**config.mk**
```make
export PLATFORM = sky130hd
export DESIGN_NAME = branch_resolver
export DESIGN_NICKNAME = d
export VERILOG_FILES = /design/src/rtl/mips_core_pkg.sv /design/src/rtl/branch_resolver_bht_table.sv /design/src/rtl/branch_resolver.sv
export SDC_FILE = /design/constraint.sdc
export NUM_CORES = 1
export LEC_CHECK = 0
export CAP_MARGIN = 40
export CORE_MARGIN = 8
export CORE_UTILIZATION = 36
export CTS_CLUSTER_SIZE = 24
export DETAILED_ROUTE_END_ITERATION = 12
export HOLD_SLACK_MARGIN = 0.15
export PLACE_DENSITY = 0.64
export SLEW_MARGIN = 10
export SYNTH_ARGS = -nofsm -noshare
export SYNTH_HDL_FRONTEND = slang
export SYNTH_HIERARCHICAL = 1
export SYNTH_SLANG_ARGS = --single-unit
```
**constraint.sdc**
```tcl
create_clock -name clk -period 10.1 [get_ports clk]
set_clock_uncertainty 0.05 [all_clocks]
set_input_delay 1.515 -clock clk [delete_from_list [all_inputs] [get_ports clk]]
set_output_delay 1.515 -clock clk [all_outputs]
set_load 0.005 [all_outputs]
```
**src/rtl/mips_core_pkg.sv**
```systemverilog
// Shared core types: branch outcome, branch-history counter states and the
// saturating counter update used by the branch resolver.
package mips_core_pkg;

    typedef enum logic {
        NOT_TAKEN = 1'b0,
        TAKEN     = 1'b1
    } BranchOutcome;

    typedef enum logic [1:0] {
        BHT_SNT = 2'b00,
        BHT_WNT = 2'b01,
        BHT_WT  = 2'b10,
        BHT_ST  = 2'b11
    } BhtState;

    typedef enum logic {
        BR_INIT  = 1'b0,
        BR_READY = 1'b1
    } BrState;

    function automatic BhtState next_bht(input BhtState cur, input BranchOutcome outcome);
        BhtState nxt;
        nxt = cur;
        case (cur)
            BHT_SNT: nxt = (outcome == TAKEN) ? BHT_WNT : BHT_SNT;
            BHT_WNT: nxt = (outcome == TAKEN) ? BHT_WT  : BHT_SNT;
            BHT_WT:  nxt = (outcome == TAKEN) ? BHT_ST  : BHT_WNT;
            BHT_ST:  nxt = (outcome == TAKEN) ? BHT_ST  : BHT_WT;
            default: nxt = BHT_WNT;
        endcase
        return nxt;
    endfunction

endpackage

```
**src/rtl/branch_resolver_bht_table.sv**
```systemverilog
// Branch history table: combinational lookup port and one synchronous write
// port that either loads a value or applies the saturating update in place.
module bht_table
    import mips_core_pkg::*;
#(
    parameter int INDEX_BITS = 7
) (
    input  logic                  clk,
    input  logic [INDEX_BITS-1:0] rd_idx,
    output BhtState               rd_data,
    input  logic                  wr_en,
    input  logic [INDEX_BITS-1:0] wr_idx,
    input  logic                  wr_load,
    input  BhtState               wr_data,
    input  BranchOutcome          wr_outcome
);

    localparam int ENTRIES = 1 << INDEX_BITS;

    BhtState mem_q [ENTRIES];
    BhtState wr_value_d;

    // Reads see the stored value, so a same-cycle write is only visible next cycle.
    assign rd_data = mem_q[rd_idx];

    // Select between an initialisation load and a trained counter value.
    always_comb begin
        wr_value_d = wr_data;
        if (wr_load) begin
            wr_value_d = wr_data;
        end else begin
            wr_value_d = next_bht(mem_q[wr_idx], wr_outcome);
        end
    end

    // Table storage; contents are rewritten by the owner rather than reset.
    always_ff @(posedge clk) begin
        if (wr_en) begin
            mem_q[wr_idx] <= wr_value_d;
        end
    end

endmodule

```
**src/rtl/branch_resolver.sv**
```systemverilog
// Execute-stage branch resolver: detects mispredicts, issues a registered
// redirect, trains the branch history table and counts branches/mispredicts.
module branch_resolver
    import mips_core_pkg::*;
#(
    parameter int          ADDR_WIDTH = 32,
    parameter int          INDEX_BITS = 7,
    parameter logic [1:0]  INIT_STATE = 2'b01
) (
    input  logic                  clk,
    input  logic                  rst_n,
    input  logic [ADDR_WIDTH-1:0] pred_pc,
    output logic                  pred_taken,
    input  logic                  res_valid,
    input  logic [ADDR_WIDTH-1:0] res_pc,
    input  BranchOutcome          res_outcome,
    input  BranchOutcome          res_predicted,
    input  logic [ADDR_WIDTH-1:0] res_target,
    input  logic [ADDR_WIDTH-1:0] res_fallthrough,
    output logic                  redirect_valid,
    output logic [ADDR_WIDTH-1:0] redirect_pc,
    output logic                  init_busy,
    output logic [31:0]           branch_count,
    output logic [31:0]           mispredict_count
);

    localparam logic [INDEX_BITS-1:0] LAST_IDX = {INDEX_BITS{1'b1}};
    localparam logic [INDEX_BITS-1:0] IDX_ONE  = {{(INDEX_BITS-1){1'b0}}, 1'b1};

    BrState                  state_q, state_d;
    logic [INDEX_BITS-1:0]   init_idx_q, init_idx_d;
    logic                    redirect_valid_q, redirect_valid_d;
    logic [ADDR_WIDTH-1:0]   redirect_pc_q, redirect_pc_d;
    logic [31:0]             branch_count_q, branch_count_d;
    logic [31:0]             mispredict_count_q, mispredict_count_d;

    logic [INDEX_BITS-1:0]   pred_idx_s, res_idx_s, wr_idx_s;
    logic                    wr_en_s, wr_load_s, mispredict_s;
    BhtState                 rd_data_s;

    assign pred_idx_s   = pred_pc[INDEX_BITS+1:2];
    assign res_idx_s    = res_pc[INDEX_BITS+1:2];
    assign mispredict_s = res_valid && (res_outcome != res_predicted);

    // FSM next state, table write control, redirect and statistics.
    always_comb begin
        state_d            = state_q;
        init_idx_d         = init_idx_q;
        wr_en_s            = 1'b0;
        wr_idx_s           = res_idx_s;
        wr_load_s          = 1'b0;
        case (state_q)
            BR_INIT: begin
                wr_en_s    = 1'b1;
                wr_idx_s   = init_idx_q;
                wr_load_s  = 1'b1;
                init_idx_d = init_idx_q + IDX_ONE;
                if (init_idx_q == LAST_IDX) begin
                    state_d = BR_READY;
                end else begin
                    state_d = BR_INIT;
                end
            end
            BR_READY: begin
                wr_en_s   = res_valid;
                wr_idx_s  = res_idx_s;
                wr_load_s = 1'b0;
                state_d   = BR_READY;
            end
            default: begin
                state_d    = BR_INIT;
                init_idx_d = {INDEX_BITS{1'b0}};
            end
        endcase

        // Redirects do not depend on the predictor, so they run during INIT too.
        redirect_valid_d = mispredict_s;
        if (mispredict_s) begin
            redirect_pc_d = (res_outcome == TAKEN) ? res_target : res_fallthrough;
        end else begin
            redirect_pc_d = redirect_pc_q;
        end

        branch_count_d     = branch_count_q + (res_valid ? 32'd1 : 32'd0);
        mispredict_count_d = mispredict_count_q + (mispredict_s ? 32'd1 : 32'd0);
    end

    // State, redirect and statistics registers with synchronous reset.
    always_ff @(posedge clk) begin
        if (!rst_n) begin
            state_q            <= BR_INIT;
            init_idx_q         <= {INDEX_BITS{1'b0}};
            redirect_valid_q   <= 1'b0;
            redirect_pc_q      <= {ADDR_WIDTH{1'b0}};
            branch_count_q     <= 32'd0;
            mispredict_count_q <= 32'd0;
        end else begin
            state_q            <= state_d;
            init_idx_q         <= init_idx_d;
            redirect_valid_q   <= redirect_valid_d;
            redirect_pc_q      <= redirect_pc_d;
            branch_count_q     <= branch_count_d;
            mispredict_count_q <= mispredict_count_d;
        end
    end

    bht_table #(
        .INDEX_BITS (INDEX_BITS)
    ) u_bht (
        .clk        (clk),
        .rd_idx     (pred_idx_s),
        .rd_data    (rd_data_s),
        .wr_en      (wr_en_s && rst_n),
        .wr_idx     (wr_idx_s),
        .wr_load    (wr_load_s),
        .wr_data    (BhtState'(INIT_STATE)),
        .wr_outcome (res_outcome)
    );

    assign pred_taken       = (state_q == BR_READY) && rd_data_s[1];
    assign init_busy        = (state_q == BR_INIT);
    assign redirect_valid   = redirect_valid_q;
    assign redirect_pc      = redirect_pc_q;
    assign branch_count     = branch_count_q;
    assign mispredict_count = mispredict_count_q;

endmodule
```
==> impl_metrics.toml <==
[clock_network]
clock_latency_ns = 0.55
cts_max_path_buffers = 3
cts_tree = "done"
cts_sinks = 361
hold_buffers = 0
postCtsSetupRepairBufs = 0
h-tree-depth = 2
root_buffer = "clkbuf_16"
cts_buffers = 40
cts.clk_slew.worst_paths_ns = 0.06
cts-resized-gates = 0

[critical_path]
r2r_cells = 12
worstSetupEndpointType = "register"
crit_type = "in -> reg"
crit_required_ns = 10.31
arrival_ns = 6.93
crit_path_max_fanout = 63
start_kind = "input pin"

[global_route]
grt_pass1_wl_um = 72800
antenna_found_initial = 0
track_usage = 0.173
grt_max_degree = 79
grt_pass1_vias = 12200
grt-ovfl-total = 0

[die]
initial_core_util = 0.363
die_x_um = 232
die_area_um2 = 53800
row_count = 79
core-area_um2 = 46400
io_pins = 232
fp.dieH_um = 232

[finish]
fin_util = 0.443
drive_above_1_share = 0.131
fin_cells = 2126
final_nets = 1628
diodes = 0
area_delta_synth_final_pct = 22.2

[outcome]
status = "completed"

[timing]
clock.fmax_ghz = 0.149
hold_viol = 0
setup_viol = 0
worst_slew_pin_slew_ns = 0.957
hold_ws_ns = 0.437
relSlewSlack = 0.360
fin_crit_ns = 6.72
slew_viol_final = 0
setup_tns_ns = 0
post-route-period-util = 0.665
fin_ws_ns = 3.38
rsz0062_at_grt = "no"

[synth]
ys_warn_count = 6
synth.cell_area_um2 = 16800
synth_cells = 1337
syn_nets = 1476
syn_avg_cell_area_um2 = 12.6

[power]
p_clk_frac = 0.436
p_switching_w = 0.000775
pwr-share-comb = 0.094
swShare = 0.227
p_seq_frac = 0.471
peakVddDrop_mv = 0.112
power.density_nw_per_um2 = 166
p_int_w = 0.00264
power.leakage_nw = 6.51

[placed_design]
preCtsSetupSlack_ns = 3.00
gp_congestion = 0.869
place_inst = 2054
port_buffers = 181
post-dp-hpwl_um = 31400

[detailed_routing]
via_count = 12100
vias_per_cell = 5.70
routed_wl_um = 47500
wl_per_cell_um = 22.4
ant_nets = 0
drt_iter0_drc = 1117
drc = 0
drt_pass1_iterations = 7

[hold_path]
whs_path_depth = 2
min_path_type = "reg -> reg"

[job]
drv_cap = 0
## flip-flops by register name, indices dropped and copies added, names as in the netlist
name / flops
mispredict_count: 32
init_idx_q: 7
branch_count: 32
redirect_pc: 32
u_bht/mem_q: 256
redirect_valid: 1
state_q: 1
## cells in the final DEF, fill, tap and decap left out, types with 8 or more instances in the layout
cell type and n:
clkbuf_16 41, nor4_1 14, xnor2_1 13, a21oi_1 47, clkdlybuf4s50_1 178, a221oi_1 20
mux4_2 54, nand2b_1 8, a221o_1 8, nand4_1 20, xor2_1 16, and2_1 13
mux2_2 33, edfxtp_1 256, a22oi_1 16, mux2i_1 68, nand3_1 27, nor2b_1 8
dfxtp_1 105, a22o_1 8, nor3_1 13, nand2_1 76, and4_1 10, nor2_1 201
o21ai_0 22, buf_4 19, o31ai_1 15, inv_1 14, a211oi_1 35, or4_1 18
or3_1 12
## area by class of cell
class / instances / area, µm²
clock buffer: 50 / 1100
clock inverter: 22 / 235
fill: 4221 / 25800
inverter: 15 / 56.3
multi-input combinational: 862 / 6450
sequential: 361 / 9790
tap: 607 / 759
timing repair buffer: 209 / 2150
## worst paths after layout
check | start | to | slack, ns
max | res_pc[4] | u_bht/mem_q[122][1] | 3.38
min | branch_count[31] | branch_count[31] | 0.44
max reg2reg | state_q | u_bht/mem_q[122][1] | 4.03
min reg2reg | branch_count[31] | branch_count[31] | 0.44
## critical path: stages
cell and delay [ns]:
clkdlybuf4s50_1 0.42, mux2_4 0.53, buf_4 0.45, nor2b_1 0.81, buf_4 0.33, a221oi_1 0.10, a221o_1 0.32, a22o_1 0.19
o32a_1 0.21, nor4_1 0.38, a21oi_1 0.18, o31ai_4 0.76, buf_4 0.66
## power by group through the flow
stage / Sequential [W] / Combinational [W] / Clock (W)
floorplan: 0.00164 / 0.000190 / 0
global placement: 0.00164 / 0.000307 / 0
detailed placement: 0.00164 / 0.000319 / 0
CTS: 0.00161 / 0.000320 / 0.00152
global route: 0.00161 / 0.000342 / 0.00158
finish: 0.00161 / 0.000320 / 0.00149
## through the flow
step / power [W] / cell area (µm²)
finish: 0.00342 / 20500
global route: 0.00353 / 20500
CTS: 0.00345 / 20500
detailed placement: 0.00196 / 19200
global placement: 0.00195 / 19000
floorplan: 0.00183 / 16800
## layer usage
metal | routed length [µm] | global-route usage | vias to the layer above | part of all wire
met5 | 126 | 0.0174 | - | 0.0027
met4 | 1820 | 0.0675 | 2 | 0.038
met3 | 4380 | 0.0458 | 128 | 0.092
met2 | 22100 | 0.272 | 549 | 0.47
met1 | 19100 | 0.225 | 5988 | 0.40
li1 | - | - | 5448 | -
Note: power is estimated with default switching activity, not from simulation.
==> RTL edit: new RTL, same settings <==
`INDEX_BITS` is set to 7 in 2 places; all go to 8.
--- a/src/rtl/branch_resolver_bht_table.sv
+++ b/src/rtl/branch_resolver_bht_table.sv
@@ -5,3 +5,3 @@
 #(
-    parameter int INDEX_BITS = 7
+    parameter int INDEX_BITS = 8
 ) (
--- a/src/rtl/branch_resolver.sv
+++ b/src/rtl/branch_resolver.sv
@@ -6,3 +6,3 @@
     parameter int          ADDR_WIDTH = 32,
-    parameter int          INDEX_BITS = 7,
+    parameter int          INDEX_BITS = 8,
     parameter logic [1:0]  INIT_STATE = 2'b01
Behaviour: no difference found for any inputs over 10 cycles, from zero or initial values and one cycle with rst_n low; that may be too few to reach the edited logic, so the function may still have changed.
==> RTL edit against the original RTL <==
- core utilization shrank 1.5 points
- area after synthesis grew 67%
- die area grew 61%
- final area grew 61%
- wire length grew 68%
- maximum frequency shrank 6.3%
- power grew 64%
- via count grew 49%
- sequential cell count grew 257
- count of clock-buffer cells in the layout grew 34
- register-to-register slack lost 350 ps
- sequential power grew 73%
- setup slack lost 450 ps
- critical endpoint is now pred_taken
- largest cell class unchanged
- largest power group unchanged
==> RTL edit: results (changes against the original RTL) <==
{
  "outcome": "completed",
  "vdd.ir_drop.worst": {"value": 0.122, "unit": "mV", "change": "+8.6%"},
  "port_buffers": {"value": 183, "change": "+1.1%"},
  "routabilityCongestion": {"value": 0.886, "change": "+1.9%"},
  "worst_skew_pair.late_latency": {"value": 620, "unit": "ps", "change": "+70 ps"},
  "cts_inserted_buffers": {"value": 68, "change": "+70%"},
  "via_count_of_the_first_global_routing_pass": {"value": 18400, "change": "+51%"},
  "post_layout_net_count": {"value": 2177, "change": "+34%"},
  "critical-path-slowest-cell": "sky130_fd_sc_hd__buf_4",
  "met3_length": {"value": 9.19, "unit": "mm", "change": "+110%"},
  "grt_first_pass_wirelength": {"value": 118, "unit": "mm", "change": "+62%"},
  "proportion_of_layout_cells_with_a_drive_suffix_above_1": {"value": 17.5, "unit": "%", "change": "+4.4 points"},
  "place_hpwl": {"value": 52.4, "unit": "mm", "change": "+67%"},
  "post-route-worst-setup-slack": {"value": 2930, "unit": "ps", "change": "-452 ps"},
  "gr-usage-all-layers": {"value": 17.9, "unit": "%", "change": "+0.65 points"},
  "placed_area": {"value": 0.0309, "unit": "mm^2", "change": "+61%"},
  "met1_usage": {"value": 22.4, "unit": "%", "change": "-0.10 points"},
  "multiInputGateArea": {"value": 0.00985, "unit": "mm^2", "change": "+53%"},
  "largest_register_ffs": {"value": 512, "change": "+100%"},
  "fillers": {"value": 6893, "change": "+63%"},
  "swShare": {"value": 22.6, "unit": "%", "change": "-0.13 points"},
  "dp_worst_setup_slack": {"value": 2810, "unit": "ps", "change": "-194 ps"},
  "launching_element_of_the_worst_setup_path": "pred_pc[3]",
  "grt_antenna_before_repair": {"value": 2, "change": "+2"},
  "critPathTopFamily": "multiplexers",
  "rrSetupSlack": {"value": 3680, "unit": "ps", "change": "-350 ps"},
  "arrival": {"value": 5600, "unit": "ps", "change": "-1330 ps"},
  "drt_wl_total": {"value": 79.7, "unit": "mm", "change": "+68%"},
  "min_from": "mispredict_count[31]",
  "max_stage_delay": {"value": 730, "unit": "ps", "change": "-80 ps"},
  "reg2regPathDepth": {"value": 11, "change": "-1"},
  "critical_path.max_fanout": {"value": 40, "change": "-37%"},
  "rr_endpoint": "u_bht/mem_q[8][0]",
  "number_of_h_tree_branching_levels": {"value": 3, "change": "+1"},
  "pin_count_of_the_biggest_net_entering_global_routing": {"value": 201, "change": "+150%"}
}
## RTL edit: cell type report
class	instances	area share, %
Clock buffer	84	5.42
Multi-Input combinational cell	1112	29.8
Antenna cell	1	0.00757
Inverter	11	0.125
Sequential cell	618	52.9
Clock inverter	32	0.980
Timing Repair Buffer	227	6.80
Tap cell	1040	3.94
## RTL edit: through the flow
step / hold WS [ps] / instances
6_report: 429 / 3125
3_5_place_dp: 434 / 3008
5_1_grt: 453 / 3124
4_1_cts: 442 / 3124
3_3_place_gp: 408 / 2998
2_1_floorplan: 409 / 1910
## RTL edit: worst min-delay path by stage
stage	endpoint	slack (ps)
floorplan	mispredict_count[31]	410
finish	mispredict_count[31]	430
CTS	mispredict_count[30]	440
detailed placement	mispredict_count[31]	430
global route	mispredict_count[31]	450
global placement	mispredict_count[31]	410
## RTL edit: worst register-to-register path: stages (launching register included)
cell and delay [ps]:
sky130_fd_sc_hd__dfxtp_1 760, sky130_fd_sc_hd__mux2_8 730, sky130_fd_sc_hd__buf_4 710, sky130_fd_sc_hd__mux4_2 590
sky130_fd_sc_hd__a22oi_1 290, sky130_fd_sc_hd__a21boi_0 200, sky130_fd_sc_hd__o41ai_1 790, sky130_fd_sc_hd__nand3_1 180
sky130_fd_sc_hd__o21a_1 230, sky130_fd_sc_hd__o21bai_1 240, sky130_fd_sc_hd__nand3_4 530, sky130_fd_sc_hd__buf_12 530
## RTL edit: power by group through the flow
stage	Clock, W	Combinational [W]	Sequential (W)
finish	0.00238	0.000440	0.00278
global route	0.00253	0.000468	0.00278
CTS	0.00244	0.000441	0.00278
detailed placement	0	0.000440	0.00284
global placement	0	0.000431	0.00284
floorplan	0	0.000263	0.00284
